--- src/rtl/dram_port_arbiter.sv ---
// Two-port round-robin arbiter in front of a single DRAM controller.
// One transaction is in flight at a time: IDLE issues, BUSY waits for the
// controller, RESP hands the data back to the owner for one cycle.
module dram_port_arbiter #(
    parameter int ADDR_W  = 27,
    parameter int DATA_W  = 32,
    parameter int TMO_CYC = 4096
) (
    input  logic              clk,
    input  logic              rst,

    input  logic [ADDR_W-1:0] addr0,
    input  logic [DATA_W-1:0] din0,
    input  logic              rw0,
    input  logic              valid0,
    output logic [DATA_W-1:0] dout0,
    output logic              ready0,

    input  logic [ADDR_W-1:0] addr1,
    input  logic [DATA_W-1:0] din1,
    input  logic              rw1,
    input  logic              valid1,
    output logic [DATA_W-1:0] dout1,
    output logic              ready1,

    output logic [ADDR_W-1:0] addr_dram,
    output logic [DATA_W-1:0] din_dram,
    output logic              rw_dram,
    output logic              valid_dram,
    input  logic [DATA_W-1:0] dout_dram,
    input  logic              ready_dram,

    output logic [1:0]        grant,
    output logic              busy,
    output logic              timeout_err
);

    localparam int CNT_W = $clog2(TMO_CYC + 1);
    localparam logic [CNT_W-1:0] TMO_VAL = CNT_W'(TMO_CYC);

    typedef enum logic [1:0] {
        IDLE = 2'd0,
        BUSY = 2'd1,
        RESP = 2'd2
    } state_t;

    state_t              state_q, state_d;
    logic [ADDR_W-1:0]   addr_dram_q, addr_dram_d;
    logic [DATA_W-1:0]   din_dram_q, din_dram_d;
    logic                rw_dram_q, rw_dram_d;
    logic                valid_dram_q, valid_dram_d;
    logic [DATA_W-1:0]   dout0_q, dout0_d;
    logic [DATA_W-1:0]   dout1_q, dout1_d;
    logic                ready0_q, ready0_d;
    logic                ready1_q, ready1_d;
    logic [1:0]          grant_q, grant_d;
    logic                busy_q, busy_d;
    logic                timeout_err_q, timeout_err_d;
    logic [CNT_W-1:0]    wait_cnt_q, wait_cnt_d;
    // 1 means port 1 was granted most recently, so port 0 wins the next tie
    logic                last_grant_q, last_grant_d;
    logic                win1;

    // Next-state and next-output computation for the whole transaction FSM
    always_comb begin
        state_d       = state_q;
        addr_dram_d   = addr_dram_q;
        din_dram_d    = din_dram_q;
        rw_dram_d     = rw_dram_q;
        valid_dram_d  = valid_dram_q;
        dout0_d       = dout0_q;
        dout1_d       = dout1_q;
        ready0_d      = ready0_q;
        ready1_d      = ready1_q;
        grant_d       = grant_q;
        timeout_err_d = timeout_err_q;
        wait_cnt_d    = wait_cnt_q;
        last_grant_d  = last_grant_q;
        win1          = 1'b0;

        case (state_q)
            IDLE: begin
                if (valid0 || valid1) begin
                    win1         = valid1 && (!valid0 || !last_grant_q);
                    last_grant_d = win1;
                    if (win1) begin
                        addr_dram_d = addr1;
                        din_dram_d  = din1;
                        rw_dram_d   = rw1;
                        grant_d     = 2'b10;
                    end else begin
                        addr_dram_d = addr0;
                        din_dram_d  = din0;
                        rw_dram_d   = rw0;
                        grant_d     = 2'b01;
                    end
                    valid_dram_d = 1'b1;
                    wait_cnt_d   = '0;
                    state_d      = BUSY;
                end
            end
            BUSY: begin
                if (wait_cnt_q != TMO_VAL) begin
                    wait_cnt_d = wait_cnt_q + CNT_W'(1);
                end
                if (wait_cnt_d == TMO_VAL) begin
                    timeout_err_d = 1'b1;
                end
                if (ready_dram) begin
                    valid_dram_d = 1'b0;
                    if (grant_q[1]) begin
                        dout1_d  = dout_dram;
                        ready1_d = 1'b1;
                    end else begin
                        dout0_d  = dout_dram;
                        ready0_d = 1'b1;
                    end
                    state_d = RESP;
                end
            end
            RESP: begin
                ready0_d = 1'b0;
                ready1_d = 1'b0;
                grant_d  = 2'b00;
                state_d  = IDLE;
            end
            default: begin
                state_d = IDLE;
            end
        endcase

        busy_d = (state_d != IDLE);
    end

    // All state and outputs are registered here, cleared by the async reset
    always_ff @(posedge clk or posedge rst) begin
        if (rst) begin
            state_q       <= IDLE;
            addr_dram_q   <= '0;
            din_dram_q    <= '0;
            rw_dram_q     <= 1'b0;
            valid_dram_q  <= 1'b0;
            dout0_q       <= '0;
            dout1_q       <= '0;
            ready0_q      <= 1'b0;
            ready1_q      <= 1'b0;
            grant_q       <= 2'b00;
            busy_q        <= 1'b0;
            timeout_err_q <= 1'b0;
            wait_cnt_q    <= '0;
            last_grant_q  <= 1'b1;
        end else begin
            state_q       <= state_d;
            addr_dram_q   <= addr_dram_d;
            din_dram_q    <= din_dram_d;
            rw_dram_q     <= rw_dram_d;
            valid_dram_q  <= valid_dram_d;
            dout0_q       <= dout0_d;
            dout1_q       <= dout1_d;
            ready0_q      <= ready0_d;
            ready1_q      <= ready1_d;
            grant_q       <= grant_d;
            busy_q        <= busy_d;
            timeout_err_q <= timeout_err_d;
            wait_cnt_q    <= wait_cnt_d;
            last_grant_q  <= last_grant_d;
        end
    end

    assign addr_dram   = addr_dram_q;
    assign din_dram    = din_dram_q;
    assign rw_dram     = rw_dram_q;
    assign valid_dram  = valid_dram_q;
    assign dout0       = dout0_q;
    assign dout1       = dout1_q;
    assign ready0      = ready0_q;
    assign ready1      = ready1_q;
    assign grant       = grant_q;
    assign busy        = busy_q;
    assign timeout_err = timeout_err_q;

endmodule
--- config.mk ---
export PLATFORM = sky130hd
export DESIGN_NAME = dram_port_arbiter
export DESIGN_NICKNAME = d
export VERILOG_FILES = /design/src/rtl/dram_port_arbiter.sv
export SDC_FILE = /design/constraint.sdc
export NUM_CORES = 1
export LEC_CHECK = 0
export BUFFER_PORTS_ARGS = -buffer_cell sky130_fd_sc_hd__buf_2
export CORE_MARGIN = 4
export CORE_UTILIZATION = 40
export DETAILED_ROUTE_END_ITERATION = 8
export GPL_TIMING_DRIVEN = 0
export PLACE_DENSITY = 0.7
export SETUP_SLACK_MARGIN = 0.5
export SLEW_MARGIN = 20
export SYNTH_ARGS = -nofsm -noshare
export SYNTH_HDL_FRONTEND = slang
export SYNTH_SLANG_ARGS = --single-unit
--- constraint.sdc ---
create_clock -name clk -period 6.25 [get_ports clk]
set_clock_uncertainty 0.2 [all_clocks]
set_input_delay 0.625 -clock clk [delete_from_list [all_inputs] [get_ports clk]]
set_output_delay 0.625 -clock clk [all_outputs]
set_load 0.03 [all_outputs]
==> results of run 1 <==
## metrics by stage
stage               std cells  hold slack (ns)
detailed placement       1042            0.257
floorplan                 538            0.292
global placement         1041            0.252
finish                   1073           0.0679
global route             1073           0.0825
CTS                      1073           0.0731
## cell type report
cell class | instances | area (µm²)
fill | 1439 | 6980
inverter | 10 | 47.5
multi-input combinational | 348 | 2500
clock inverter | 11 | 174
buffer | 33 | 185
sequential | 147 | 3680
clock buffer | 20 | 467
timing repair buffer | 288 | 1460
tap | 216 | 270
## synth_stat cells, types with 3 or more instances
| cell | number | area share |
|---|---|---|
| mux2_2 | 59 | 0.10 |
| and3_1 | 3 | 0.0029 |
| mux2_1 | 6 | 0.011 |
| nand3_1 | 6 | 0.0047 |
| nand2_1 | 73 | 0.043 |
| nand4_1 | 5 | 0.0049 |
| inv_1 | 8 | 0.0047 |
| nor2_1 | 10 | 0.0059 |
| buf_4 | 3 | 0.0035 |
| nand2b_1 | 3 | 0.0029 |
| clkbuf_1 | 13 | 0.0076 |
| buf_2 | 12 | 0.0094 |
| mux2i_1 | 61 | 0.095 |
| o21ai_0 | 78 | 0.061 |
| a21oi_1 | 3 | 0.0023 |
| dfrtp_1 | 146 | 0.57 |
## per-layer routing
metal | GRT usage | vias up
met2 | 0.332 | 199
li1 | - | 2499
met1 | 0.228 | 2431
met5 | 0 | -
met3 | 0.0581 | 29
met4 | 0.0803 | 0
## worst max-delay path by stage
stage                   end  slack [ns]
6_report       addr_dram[6]        3.90
3_3_place_gp   din_dram[29]       -0.24
3_5_place_dp   addr_dram[1]        3.41
2_1_floorplan  addr_dram[0]        1.48
5_1_grt        addr_dram[9]        3.72
4_1_cts        addr_dram[1]        3.87
## power breakdown
part	switching [mW]	leakage, nW	internal [mW]
sequential	0.230	1.80	1.40
clock	0.391	0.305	0.700
combinational	1.59	2.39	0.750
## registers in the layout, summed over array words and instances (netlist names)
signal,flops
ready1,1
state_q,2
valid_dram,1
busy,1
addr_dram,27
dout0,32
timeout_err,1
dout1,32
ready0,1
last_grant_q,1
wait_cnt_q,13
din_dram,32
grant,2
rw_dram,1
## cells by family (layout without fill, tap and decap cells)
kind of cell | after synthesis | in the layout | share of synthesized area
XOR/XNOR | 3 | 3 | 0.00410
buffers and inverters | 43 | 362 | 0.0351
multiplexers | 126 | 126 | 0.209
AO/OA/AOI/OAI | 98 | 98 | 0.0839
flip-flops | 147 | 147 | 0.574
AND/OR/NAND/NOR | 119 | 119 | 0.0894
adder cells (fa/ha/maj) | 2 | 2 | 0.00390
## worst max-delay path: stages
cell and delay, ns:
buf_2 0.12, o21ai_1 0.61, clkbuf_1 0.49, clkbuf_1 0.43, nand2_1 0.09, o21ai_0 0.09
==> impl_metrics.csv, run 1 <==
group,metric,value,unit
placement,place_area,8150,µm²
finish,top_library_cells_by_usage_in_the_layout_fill_and_taps_aside,"299 x buf_2, 146 x dfrtp_1, 78 x o21ai_0, 73 x nand2_1, 61 x mux2i_1",
synthesis,synth_warnings,0,
sta,finalHoldViolCount,0,
power_and_ir_drop,power_density,575,nW/µm²
drt,drt-initial-drc-count,238,
cts,post_cts_resize_count,0,
finish,diodes,0,
power_and_ir_drop,vdd_drop_max,0.247,mV
worst_setup_path,critPathCaptureType,"flop",
finish,stdcell_area,8790,µm²
cts,clock_path_buffers,2,
run,maxCapViolations,0,
synthesis,syn-num-nets,697,
finish,final_util,0.558,
finish,mostFrequentLayoutCell,"buf_2",
synthesis,netlist_instances,538,
power_and_ir_drop,power.total,5.05,mW
global_route,grt_max_degree,76,
sta,timing_max_transition_violations_final,0,
placement,buffer_ports.inserted,287,
cts,cts_buffers,17,
worst_setup_path,timing.critical_path.from,"valid1",
sta,final_worst_slack,3.90,ns
drt,route.met3.wl,1210,µm
worst_setup_path,setup.worst_path.class,"in -> reg",
drt,wl_per_cell,16.5,µm
synthesis,synth_top_flop_cell,"dfrtp_1",
sta,setup_tns,0,ns
global_route,gr-total-overflow,0,
global_route,first_pass_grt_wire_length,27100,µm
sta,finalWorstPathRequiredPeriod,2.35,ns
finish,nNetsFinal,1004,
sta,max-slew-margin-rel,0.488,
floorplan,placementRows,46,
worst_setup_path,worst_ep_required_time,6.38,ns
global_route,groute.usage.overall,0.194,
run_status,status,"finished clean",
min_path,min-delay-path-class,"in -> async",
synthesis,synth-edff-count,0,
floorplan,chipWidth,135,µm
floorplan,die_height,135,µm
sta,max_clock_freq,426,MHz
global_route,first_global_vias,5182,
sta,grt_setup_unrepaired,"no",
worst_setup_path,worstSetupStartpointType,"input port",
cts,tritoncts,"done",
drt,drc_errors,0,
power_and_ir_drop,total_leakage_power,4.49,nW
sta,setup_viol,0,
drt,vias_per_cell,4.81,
placement,routabilityCongestion,0.855,
synthesis,ys_ff_latch,147,
synthesis,seq_area_frac_synth,0.574,
drt,detail_route.wirelength,17700,µm
drt,detailedRoute.firstPassIterationCount,4,
sta,worst-slew-pin-transition,0.763,ns
placement,dp_worst_setup_slack,3.41,ns
cts,worst_skew_pair.late_latency,0.41,ns
worst_setup_path,timing.rr.end,"addr_dram[6]",
cts,cts_setup_buffers,0,
drt,routed.top_layer,"met4",
floorplan,die_area,18100,µm²
worst_setup_path,reg2reg_from,"state_q[0]",
finish,area.growth.synth_to_final,37.2,%
cts,numClockSinks,147,
floorplan,initial_utilization,0.406,
worst_setup_path,crit_arrival,2.47,ns
finish,post_route_cells_drive_above_1_share,0.480,
synthesis,syn_area,6410,µm²
worst_setup_path,ff2ff_path_depth,6,
cts,clk_transition_reported_paths,0.06,ns
floorplan,core_area,15800,µm²
sta,min_period_over_period,0.375,
drt,detail_route.wirelength.met1,6800,µm
cts,cts_hold_buffers,0,
floorplan,io_pins,288,
synthesis,syn_avg_cell_area,11.9,µm²
synthesis,netlist-cell-type-count,52,
worst_setup_path,critical_path.max_fanout,10,
drt,route.vias.total,5158,
global_route,antenna_violations_before_repair,0,
cts,cell_at_the_root_of_the_clock_tree,"clkbuf_16",
worst_setup_path,reg2reg_slack,3.96,ns
drt,number_of_routed_nets_with_antenna_violations,0,
placement,post_detailed_placement_half_perimeter_wirelength,13600,µm
cts,ctsHtreeMaxLevel,4,
drt,route.met2.wl,9130,µm
synthesis,share_of_async_settable_or_async_resettable_flops_after_synthesis,1.00,
Note: power is estimated with default switching activity, not from simulation.
==> run 2, diff against run 1 <==
Settings changed: ABC_AREA from default to 1, PLACE_DENSITY 0.7 to 0.69.
Clock period 6.25 ns to 2.4 ns, I/O delays scaled along.
==> run 2 against run 1 <==
  * Setup slack got worse by 3.4 ns
  * Critical path depth is 5 higher
  * Synthesized area is 4.5% higher
  * First-iteration DRC count grew 130%
  * Critical path type is now reg -> reg
  * Largest power group unchanged
==> impl_metrics.csv, run 2 <==
group,metric,value,unit
placement,buffer_ports.inserted,286,
floorplan,die_height,137,µm
worst_setup_path,timing.rr.end,"timeout_err",
synthesis,syn-num-nets,914,
drt,drt-initial-drc-count,538,
drt,route.vias.total,7665,
power_and_ir_drop,power_density,1280,nW/µm²
synthesis,synthDominantAreaCellType,"dfrtp_1",
synthesis,netlist-cell-type-count,25,
min_path,min_path_cells,3,
worst_setup_path,critical_path.max_fanout,4,
synthesis,synth_top_cell_area_share,0.546,
placement,place_area,8490,µm²
finish,nNetsFinal,1378,
finish,area.growth.synth_to_final,59.4,%
synthesis,synth.area.top_cells,"dfrtp_1 55%, nand2_1 10%, nand3_1 10%",
global_route,groute.usage.overall,0.265,
drt,wl_per_cell,17.6,µm
cts,numClockSinks,147,
placement,post_detailed_placement_half_perimeter_wirelength,16200,µm
sta,finalHoldViolCount,0,
synthesis,syn_avg_cell_area,8.87,µm²
power_and_ir_drop,total_leakage_power,5.49,nW
drt,vias_per_cell,5.27,
sta,worst-slew-pin-transition,0.724,ns
cts,cell_at_the_root_of_the_clock_tree,"clkbuf_16",
finish,mostFrequentLayoutCell,"buf_2",
sta,max-slew-margin-rel,0.516,
global_route,antenna_violations_before_repair,1,
synthesis,netlist_top_cells_count,"182 x nand2_1, 146 x dfrtp_1, 134 x nand3_1",
run_status,status,"finished clean",
finish,post_route_cells_drive_above_1_share,0.317,
floorplan,die_area,18900,µm²
sta,max_clock_freq,542,MHz
cts,worst_skew_pair.late_latency,0.41,ns
worst_setup_path,critPathCaptureType,"flop",
synthesis,synth-edff-count,0,
cts,clock_path_buffers,2,
synthesis,ys_ff_latch,147,
sta,finalWorstPathRequiredPeriod,1.85,ns
worst_setup_path,ff2ff_path_depth,11,
global_route,gr-total-overflow,0,
worst_setup_path,worst_ep_required_time,2.55,ns
synthesis,share_of_async_settable_or_async_resettable_flops_after_synthesis,1.00,
floorplan,initial_utilization,0.407,
cts,ctsHtreeMaxLevel,4,
synthesis,synth_top_flop_cell,"dfrtp_1",
min_path,min-delay-path-class,"in -> reg",
power_and_ir_drop,vdd_drop_max,0.721,mV
worst_setup_path,reg2reg_from,"wait_cnt_q[0]",
global_route,first_global_vias,7725,
drt,number_of_routed_nets_with_antenna_violations,0,
sta,min_period_over_period,0.769,
finish,seq_area,3680,µm²
synthesis,yosys.cell_count.top_type,"nand2_1",
worst_setup_path,setup.worst_path.class,"reg -> reg",
synthesis,netlist_instances,755,
min_path,startpoint_of_the_lowest_slack_hold_path,"valid1",
worst_setup_path,reg2reg_slack,0.55,ns
synthesis,seq_area_frac_synth,0.550,
synthesis,synth_warnings,0,
min_path,capture_endpoint_of_the_worst_hold_path,"last_grant_q",
worst_setup_path,worstSetupStartpointType,"flop",
drt,detail_route.wirelength,25500,µm
run,maxCapViolations,0,
finish,fill_cells,1260,
drt,detailedRoute.firstPassIterationCount,5,
floorplan,io_pins,288,
sta,grt_setup_unrepaired,"yes",
worst_setup_path,crit_arrival,2.00,ns
cts,clk_transition_reported_paths,0.06,ns
cts,tritoncts,"done",
sta,setup_viol,0,
synthesis,syn_area,6700,µm²
finish,stdcell_area,10700,µm²
finish,final_util,0.648,
finish,top_library_cells_by_usage_in_the_layout_fill_and_taps_aside,"292 x buf_2, 180 x nand2_1, 154 x dlygate4sd3_1, 146 x dfrtp_1, 134 x nand3_1",
cts,cts_buffers,17,
floorplan,placementRows,47,
global_route,grt_max_degree,33,
placement,routabilityCongestion,0.880,
drt,drc_errors,0,
finish,multiInputGateArea,2460,µm²
floorplan,chipWidth,137,µm
global_route,first_pass_grt_wire_length,39200,µm
floorplan,core_area,16500,µm²
sta,timing_max_transition_violations_final,0,
[run 2: cell count changes after synthesis, moves of 10 or more]
cell / change
nand2_1: +109
buf_6: +16
o21ai_2: +10
nor2_1: +10
o21ai_1: +37
o21ai_0: -48
mux2i_1: -61
mux2_2: -59
inv_1: +43
nand4_1: +56
nand3_1: +128
clkbuf_1: +11
[run 2: final cells by class]
type | count | share of cell area
repair buffers | 445 | 0.287
diodes | 2 | 0.000469
inverters | 54 | 0.0193
clock inverters | 13 | 0.0151
plain buffers | 55 | 0.0360
multi-input cells | 499 | 0.231
well taps | 220 | 0.0258
flip-flops and latches | 147 | 0.345
clock buffers | 19 | 0.0415
[run 2: timing repair]
action | in CTS | in global routing
endpoints found under the hold margin | 154 | 0
hold buffers | 154 | 0
pin swaps | 0 | 1
setup endpoints to repair | 60 | 61
resized for setup | 7 | 9
buffers inserted | 0 | 1
[run 2: kinds of logic (layout without fill, tap and decap cells)]
family / after synthesis / in the layout / share of synthesized area
buf+inv: 109 / 586 / 0.0863
other cells: 0 / 2 / 0
compound gates: 82 / 82 / 0.0674
xor+xnor: 6 / 6 / 0.00785
simple gates: 409 / 409 / 0.285
fa+ha+maj: 2 / 2 / 0.00374
flops: 147 / 147 / 0.550
[run 2: how the worst max path moves through the flow]
stage	start	to	slack, ns	cells past startpoint
CTS	last_grant_q	addr_dram[7]	0.49	5
floorplan	rst	addr_dram[0]	0.11	1
global placement	rst	wait_cnt_q[2]	-0.89	2
detailed placement	last_grant_q	addr_dram[7]	0.21	5
finish	wait_cnt_q[0]	timeout_err	0.55	11
global route	wait_cnt_q[0]	timeout_err	0.42	11
[run 2: worst max-delay path, cell delays in order, from the launching register on]
cell     delay (ns)
dfrtp_1        0.43
ha_2           0.24
nand3_4        0.12
nor2_4         0.05
buf_4          0.13
nand3_1        0.06
nand2_1        0.07
nor2_1         0.13
nand2_1        0.07
nor2_1         0.11
nand3_1        0.11
nand2_1        0.07
[run 2: per-layer routing]
metal / vias to the layer above / wire [µm] / global-route usage
li1: 3472 / - / -
met1: 3590 / 9740 / 0.315
met2: 481 / 12200 / 0.428
met3: 122 / 2020 / 0.0665
met4: 0 / 1610 / 0.171
met5: - / 0 / 0
[run 2: power breakdown]
part	switching (mW)	internal (mW)	leakage (nW)	total [mW]
Clock	1.14	1.60	0.292	2.74
Sequential	0.654	3.57	1.84	4.23
Combinational	4.65	2.06	3.36	6.70
Total	6.44	7.23	5.49	13.7
[run 2: per-stage QoR]
| stage | TNS [ns] | std cells | total power, mW | worst slack [ns] | hold slack (ns) |
|---|---|---|---|---|---|
| global route | 0 | 1453 | 14.4 | 0.422 | 0.0692 |
| finish | 0 | 1454 | 13.7 | 0.553 | 0.0419 |
| CTS | 0 | 1451 | 13.5 | 0.492 | 0.00221 |
| floorplan | 0 | 755 | 8.48 | 0.114 | 0.151 |
| global placement | -129.59 | 1261 | 10.5 | -0.894 | 0.247 |
| detailed placement | 0 | 1265 | 10.6 | 0.208 | 0.182 |
